<file path="config.mk">
export PLATFORM = sky130hd
export DESIGN_NAME = store_narrow
export DESIGN_NICKNAME = d
export VERILOG_FILES = /design/src/rtl/store_narrow.sv
export SDC_FILE = /design/constraint.sdc
export NUM_CORES = 1
export LEC_CHECK = 0
export BUFFER_PORTS_ARGS = -buffer_cell sky130_fd_sc_hd__buf_2
export CAP_MARGIN = 20
export CORE_MARGIN = 2
export CORE_UTILIZATION = 57
export DETAILED_ROUTE_END_ITERATION = 8
export GPL_TIMING_DRIVEN = 0
export PLACE_DENSITY_LB_ADDON = 0.2
export SYNTH_ARGS = -nofsm -noshare
export SYNTH_HDL_FRONTEND = slang
export SYNTH_SLANG_ARGS = --single-unit
</file>
<file path="constraint.sdc">
create_clock -name clk -period 7.8 [get_ports clk]
set_clock_uncertainty 0.15 [all_clocks]
set_input_delay 0.39 -clock clk [delete_from_list [all_inputs] [get_ports clk]]
set_output_delay 0.39 -clock clk [all_outputs]
set_load 0.1 [all_outputs]
</file>
<file path="src/rtl/store_narrow.sv">
// Store-path byte-lane steering with a DEPTH-entry store buffer between EX/MEM and data memory.
// Optional `MISALIGN_SPLIT_EN issues lane-crossing half/word stores as two consecutive beats.
module store_narrow #(
    parameter int DEPTH = 2
) (
    input  logic        clk,
    input  logic        rst,
    input  logic        req_valid,
    output logic        req_ready,
    input  logic [31:0] req_addr,
    input  logic [1:0]  req_size,
    input  logic [31:0] req_data,
    output logic        mem_valid,
    input  logic        mem_ready,
    output logic [31:0] mem_addr,
    output logic [31:0] mem_wdata,
    output logic [3:0]  mem_be,
    output logic        err_valid,
    output logic [31:0] err_addr,
    output logic        busy,
    output logic        dbg_state
);
    // Both ports use valid/ready: a transfer happens on a rising edge where valid and ready are both high;
    // valid and its payload are held stable until that edge, and ready never depends on the same side's valid.

    localparam int AW = $clog2(DEPTH);
    localparam logic [AW:0] PTR_ONE = 1;

    typedef enum logic {FIRST = 1'b0, SECOND = 1'b1} state_e;

    typedef struct packed {
        logic [29:0] waddr;
        logic [31:0] wdata0;
        logic [3:0]  be0;
`ifdef MISALIGN_SPLIT_EN
        logic        split;
        logic [31:0] wdata1;
        logic [3:0]  be1;
`endif
    } entry_t;

    entry_t      fifo_q [DEPTH];
    logic [AW:0] wr_ptr_q, rd_ptr_q;
    state_e      state_q, state_d;
    logic        err_valid_q;
    logic [31:0] err_addr_q;

    entry_t      new_e, head;
    logic [1:0]  o;
    logic        is_half, is_word, misaligned, reject;
    logic        full, empty, push, err_accept, hs, pop;
`ifdef MISALIGN_SPLIT_EN
    logic [2:0]  n_bytes, end_lane;
`endif

    assign empty     = (wr_ptr_q == rd_ptr_q);
    assign full      = (wr_ptr_q[AW] != rd_ptr_q[AW]) && (wr_ptr_q[AW-1:0] == rd_ptr_q[AW-1:0]);
    assign req_ready = !full;
    assign busy      = !empty;
    assign dbg_state = state_q;
    assign err_valid = err_valid_q;
    assign err_addr  = err_addr_q;

    // Lane steering is done at enqueue so the memory side only muxes stored beats.
    always_comb begin
        o          = req_addr[1:0];
        is_half    = (req_size == 2'b01);
        is_word    = (req_size == 2'b10);
        misaligned = (is_half && o[0]) || (is_word && (o != 2'b00));
        new_e      = '0;
        new_e.waddr = req_addr[31:2];
        case (req_size)
            2'b00: begin
                new_e.wdata0 = {4{req_data[7:0]}};
                new_e.be0    = 4'b0001 << o;
            end
            2'b01: begin
                new_e.wdata0 = {2{req_data[15:0]}};
                new_e.be0    = o[1] ? 4'b1100 : 4'b0011;
            end
            default: begin
                new_e.wdata0 = req_data;
                new_e.be0    = 4'b1111;
            end
        endcase
`ifdef MISALIGN_SPLIT_EN
        n_bytes  = is_word ? 3'd4 : 3'd2;
        end_lane = {1'b0, o} + n_bytes;
        reject   = (req_size == 2'b11);
        if (misaligned) begin
            new_e.wdata0 = req_data << {o, 3'b000};
            new_e.be0    = (is_word ? 4'b1111 : 4'b0011) << o;
            // A half at offset 1 stays inside one word; only stores running past lane 3 need a second beat.
            if (end_lane > 3'd4) begin
                new_e.split  = 1'b1;
                new_e.wdata1 = req_data >> (6'd32 - {1'b0, o, 3'b000});
                new_e.be1    = ~(4'b1111 << (end_lane - 3'd4));
            end
        end
`else
        reject = (req_size == 2'b11) || misaligned;
`endif
    end

    assign push       = req_valid && req_ready && !reject;
    assign err_accept = req_valid && req_ready && reject;

    always_comb begin
        head      = fifo_q[rd_ptr_q[AW-1:0]];
        mem_valid = !empty;
        mem_addr  = 32'd0;
        mem_wdata = 32'd0;
        mem_be    = 4'd0;
        if (!empty) begin
            mem_addr  = {head.waddr, 2'b00};
            mem_wdata = head.wdata0;
            mem_be    = head.be0;
`ifdef MISALIGN_SPLIT_EN
            if (state_q == SECOND) begin
                mem_addr  = {head.waddr + 30'd1, 2'b00};
                mem_wdata = head.wdata1;
                mem_be    = head.be1;
            end
`endif
        end
    end

    always_comb begin
        hs      = mem_valid && mem_ready;
        pop     = 1'b0;
        state_d = state_q;
        case (state_q)
            FIRST: begin
                if (hs) begin
`ifdef MISALIGN_SPLIT_EN
                    if (head.split) state_d = SECOND;
                    else            pop     = 1'b1;
`else
                    pop = 1'b1;
`endif
                end
            end
            SECOND: begin
                if (hs) begin
                    pop     = 1'b1;
                    state_d = FIRST;
                end
            end
        endcase
    end

    always_ff @(posedge clk) begin
        if (rst) begin
            wr_ptr_q    <= '0;
            rd_ptr_q    <= '0;
            state_q     <= FIRST;
            err_valid_q <= 1'b0;
            err_addr_q  <= 32'd0;
        end else begin
            if (push) wr_ptr_q <= wr_ptr_q + PTR_ONE;
            if (pop)  rd_ptr_q <= rd_ptr_q + PTR_ONE;
            state_q     <= state_d;
            err_valid_q <= err_accept;
            if (err_accept) err_addr_q <= req_addr;
        end
    end

    always_ff @(posedge clk) begin
        if (push) fifo_q[wr_ptr_q[AW-1:0]] <= new_e;
    end

endmodule
</file>
==> flow_summary.ini, run 1 <==
[critical_path]
worstSetupStartpointType = flop
arrival_ns = 2.57
worstSetupEndpointType = output port
crit_type = flop to output port
worstPathRequired_ns = 7.26
worst-path-max-fanout = 10

[clocking]
hold_buffers = 0
root_buffer = clkbuf_16
cts_tree = yes
clock_sinks = 171
cts-htree-levels = 4
clock_latency_ns = 0.42
cts_setup_buffers = 0
clkTransAtPathRegs_ns = 0.06
cts_buffers = 17
clk_path_buf_depth = 2
post_cts_resized = 0

[sta]
hold_viol = 0
setup_viol = 0
rsz0062_at_grt = false
clock.fmax_ghz = 0.3219
fin_tns_setup_ns = 0
slew_headroom_pct = 38.74
min_period_ns = 3.106
setup_ws_ns = 4.694
fin_crit_sh_pct = 39.82
worst_pin_slew_ns = 0.9190
maxSlewViolCount = 0

[floorplan]
die_w_um = 115.7
fp.dieArea_um2 = 13390
ios = 175
rows = 40
die_h_um = 115.7
start_util_pct = 58.74
core_um2 = 12110

[synth]
synth_most_common_cell = edfxtp_1
postSynthAreaPerCell_um2 = 13.98
synthDistinctLibCells = 30
synth-seq-cells = 171
synthMuxAreaShare_pct = 17.31
synth.cells.most_frequent = edfxtp_1 (132), mux2i_1 (105), nor2_1 (75), nand2b_1 (65), dfxtp_1 (39)
synth-edff-count = 132
synth_compound_area_share_pct = 1.688
synth_area_leaders = edfxtp_1 (56%), mux2i_1 (15%), dfxtp_1 (11%)
syn-instance-count = 509
synthFlopType = edfxtp_1
ys_warn_count = 0
yosysTopAreaCell = edfxtp_1
synthXorXnorAreaFrac_pct = 0.8442
synth-async-reset-ratio_pct = 0
yosysSeqAreaShare_pct = 66.69
yosys.area_share.simple_pct = 10.90
synth_top_family_by_area = multiplexers
synth_top_area_share_pct = 55.72
synthesis.area_um2 = 7114
synthAdderAreaFrac_pct = 0

[power_and_ir_drop]
power_density_nw_per_um2 = 394.6
power.total_uw = 3506
vdd_drop_max_mv = 0.2243
leakage_uw = 0.003520

[finish]
area_growth_syn_to_layout_pct = 24.89
fin_util_pct = 73.36
fin_cells = 885
antenna_cells = 0
final.fill_count = 833
final_nets = 774
drive_gt1_share_pct = 33.19

[route]
via_count = 4597
first_iter_violations = 278
drt_wl_total_mm = 15.65
dr.pass1.iters = 5
drcViolationCount = 0
routedWlPerCell_um = 17.68
viasPerCell = 5.194
ant_nets = 0

[global_routing]
grtUsageTotal_pct = 23.84
grt-ovfl-total = 0
antenna_found_initial = 0
first_global_vias = 4478
grt_max_degree = 28
grt_pass1_wl_mm = 23.59

[run]
cap_violations = 0

[worst_hold_path]
hold_path_class = input pin to flop

[placed_design]
portBuffers = 171
gp_congestion = 0.8303
dp.cells = 853
dpl.hpwl_mm = 10.83
post-place-ws_ns = 4.874

[status]
status = finished clean
==> layout make-up <==
cell class              instances  area (um2)  area share (%)
clock inverters                10       115.1           1.296
inverters                       3       11.26          0.1267
repair buffers                175       950.9           10.70
plain buffers                  33       167.7           1.887
multi-input cells             303        2210           24.87
flip-flops and latches        171        4745           53.40
well taps                     168       210.2           2.366
clock buffers                  22       475.5           5.351
==> where the power goes <==
part	internal, uW	switching (uW)
registers	1040	20.1
clock network	499	336
logic	263	1340
total	1810	1700
==> metrics by stage <==
step	instance area [um2]	hold WS, ns
2_1_floorplan	7118	0.3389
3_3_place_gp	8184	0.3061
3_5_place_dp	8294	0.3121
4_1_cts	8885	0.002983
5_1_grt	8885	0.00004330
6_report	8885	0.02337
==> registers in the layout (all words and copies together) (netlist names), named ones only <==
signal     flops
wr_ptr_q       2
fifo_q       132
rd_ptr_q       2
dbg_state      1
err_valid      1
err_addr      32
==> layer usage <==
metal,part of all wire [%],GRT usage (%)
met1,41,30.32
met2,50,39.18
met3,7.1,6.956
met4,1.9,8.889
met5,0,0
==> worst max-delay path, stage by stage, from the launching register on <==
cell,delay [ns]
dfxtp_1,0.43
xor2_2,0.14
nor2_1,0.25
clkbuf_1,0.45
buf_2,0.33
inv_1,0.11
buf_4,0.15
buf_2,0.28
==> placed cells by master, fill, tap and decap left out, types with 8 or more instances in the layout <==
| master | n |
|---|---|
| o21ai_0 | 11 |
| buf_2 | 179 |
| edfxtp_1 | 132 |
| clkbuf_1 | 19 |
| nor2_1 | 73 |
| mux2i_1 | 105 |
| dfxtp_1 | 39 |
| mux2_2 | 16 |
| clkbuf_16 | 18 |
| nand2_1 | 8 |
| nand2b_1 | 65 |
==> path summary, 6_finish.rpt <==
kind                 from       endpoint  slack, ns  cells after the start
max           wr_ptr_q[0]      mem_valid       4.69                      7
min          req_addr[17]  fifo_q[1][51]       0.02                      1
max reg2reg   wr_ptr_q[0]  fifo_q[1][13]       5.09                      5
min reg2reg  err_addr[22]   err_addr[22]       0.32                      2
==> cell families (layout without fill, tap and decap cells) <==
kind of cell,after synthesis,count (layout)
xor gates and xnor gates,6,6
other,1,2
muxes,121,121
DFF,171,171
buffers and inverters,36,243
AOI/OAI and AO/OA,20,20
and+or+nand+nor,154,154
Power figures use the tool's default switching activity.
==> run 2: changes to the inputs <==
CORE_UTILIZATION = 53   (was 57)
clock period = 3 ns   (was 7.8 ns; I/O delays follow)
==> run 2 against run 1 <==
  * Via count increased by 5.6%
  * First-iteration DRC count is 6.1% higher
  * Register-to-register slack lost 4.3 ns
  * Sequential power rose to 2.6 times the previous value
  * Hold slack gained 0.070 ns
  * Cell count increased by 8.4%
  * Count of clock-buffer cells in the layout rose by 5
  * Clock power increased by 140%
  * Setup slack lost 4.4 ns
  * Power grew to 2.6 times the previous value
  * Cell area grew 6.7%
  * Critical path depth is 1 lower
==> flow_summary.ini, run 2 (synthesis results as in run 1) <==
[critical_path]
worstSetupStartpointType = flop
cp_num_buf_inv = 3
r2r_cells = 4
crit_type = flop to output port
worst-path-max-fanout = 10
worstPathRequired_ns = 2.70
cp_slowest_cell = buf_2
path_cells = xor2_1 -> nor2_1 -> clkbuf_2 -> buf_2 -> nor2_1 -> buf_2
crit_cells = 6
arrival_ns = 2.43
worstSetupEndpointType = output port
max_stage_delay_ns = 0.46
crit_family = buffers and inverters

[sta]
worst_pin_slew_ns = 0.9829
maxSlewViolCount = 0
rsz0062_at_grt = false
min_period_ns = 2.735
slew_headroom_pct = 34.23
hold_viol = 0
clock.fmax_ghz = 0.3657
setup_viol = 0
fin_crit_sh_pct = 91.16

[global_routing]
grtUsageTotal_pct = 23.85
grt_max_degree = 33
grt-ovfl-total = 0
antenna_found_initial = 0
first_global_vias = 5173
grt_pass1_wl_mm = 25.82

[run]
cap_violations = 0

[status]
status = finished clean

[clocking]
cts-htree-levels = 4
clock_latency_ns = 0.42
root_buffer = clkbuf_16
cts_setup_buffers = 0
clk_path_buf_depth = 2
clkTransAtPathRegs_ns = 0.06
cts_tree = yes
cts_buffers = 17
clock_sinks = 171

[power_and_ir_drop]
leakage_uw = 0.003768
vdd_drop_max_mv = 0.6927
power_density_nw_per_um2 = 947.7
power.total_uw = 8987

[route]
via_count = 4853
first_iter_violations = 295
drt_wl_total_mm = 16.52
drcViolationCount = 0
ant_nets = 0
dr.pass1.iters = 4
viasPerCell = 5.060
routedWlPerCell_um = 17.23

[finish]
area_growth_syn_to_layout_pct = 33.29
final_cell_mix = buf_2 (179), edfxtp_1 (132), mux2i_1 (105)
largest_reg_flops = 132
antenna_cells = 0
fin_area_um2 = 9483
drive_gt1_share_pct = 30.01
fin_util_pct = 71.89
final_nets = 840
layout_commonest_cell = buf_2

[floorplan]
die_h_um = 119.9
ios = 175
fp.dieArea_um2 = 14370
core_um2 = 13190
die_w_um = 119.9
rows = 42
start_util_pct = 53.94

[placed_design]
portBuffers = 171
gp_congestion = 0.8041
placed_cell_area_um2 = 8289
dpl.hpwl_mm = 10.73

[worst_hold_path]
hold_path_class = input pin to flop
min_path_cells = 3
[run 2: changes by cell type in the layout (fill, tap and decap cells not counted), sizes merged]
| cell | change |
|---|---|
| dlygate4sd3 | +66 |
| bufinv | -1 |
| clkinv | -2 |
| inv | -1 |
| clkinvlp | -1 |
| clkbuf | +5 |
[run 2: final cells by class]
cell class,instances,area [um2]
fillers,932,3707
clock inverters,5,48.80
multi-input cells,303,2210
well taps,176,220.2
clock buffers,27,483.0
repair buffers,241,1597
flip-flops and latches,171,4745
inverters,3,11.26
plain buffers,33,168.9
[run 2: worst register-to-register path: cells and delay by family (launching register included)]
kind	cells	cell delay (ns)
AO/OA/AOI/OAI	1	0.38
buffers and inverters	1	0.26
XOR/XNOR	1	0.25
flip-flops	1	0.44
AND/OR/NAND/NOR	1	0.39
[run 2: stage by stage]
stage / setup TNS, ns / hold WS [ns] / setup WS, ns / std cells
after floorplan: -29.16 / 0.09887 / -0.2209 / 510
after global placement: -171.72 / 0.2024 / -1.312 / 857
after detailed placement: 0 / 0.2073 / 0.5756 / 861
after CTS: 0 / 0.03471 / 0.1335 / 959
after global routing: 0 / 0.1233 / 0.1402 / 959
final: 0 / 0.09295 / 0.2652 / 959
[run 2: final timing paths]
path	from	to	slack, ns
hold / removal	req_size[0]	err_valid	0.09
setup / recovery	rd_ptr_q[1]	mem_addr[10]	0.27
setup reg to reg	wr_ptr_q[0]	fifo_q[1][6]	0.80
hold reg to reg	err_addr[31]	err_addr[31]	0.32
[run 2: metal layers]
metal  GRT usage (%)  wire length (um)  vias up
li1                -                 -     2325
met4           9.559               325        0
met2           42.93              8632      155
met3           6.606               937       31
met1           26.69              6626     2342
met5               0                 0        -
[run 2: timing repair]
item,in CTS,in global routing
gates resized for setup,0,2
hold buffers,66,0
endpoints found under the hold margin,160,0
setup endpoints to repair,0,1
[run 2: power by group]
part | total [uW] | internal [uW] | switching [uW]
clock network | 1980 | 1180 | 803
registers | 2770 | 2720 | 52.7
logic | 4230 | 738 | 3500
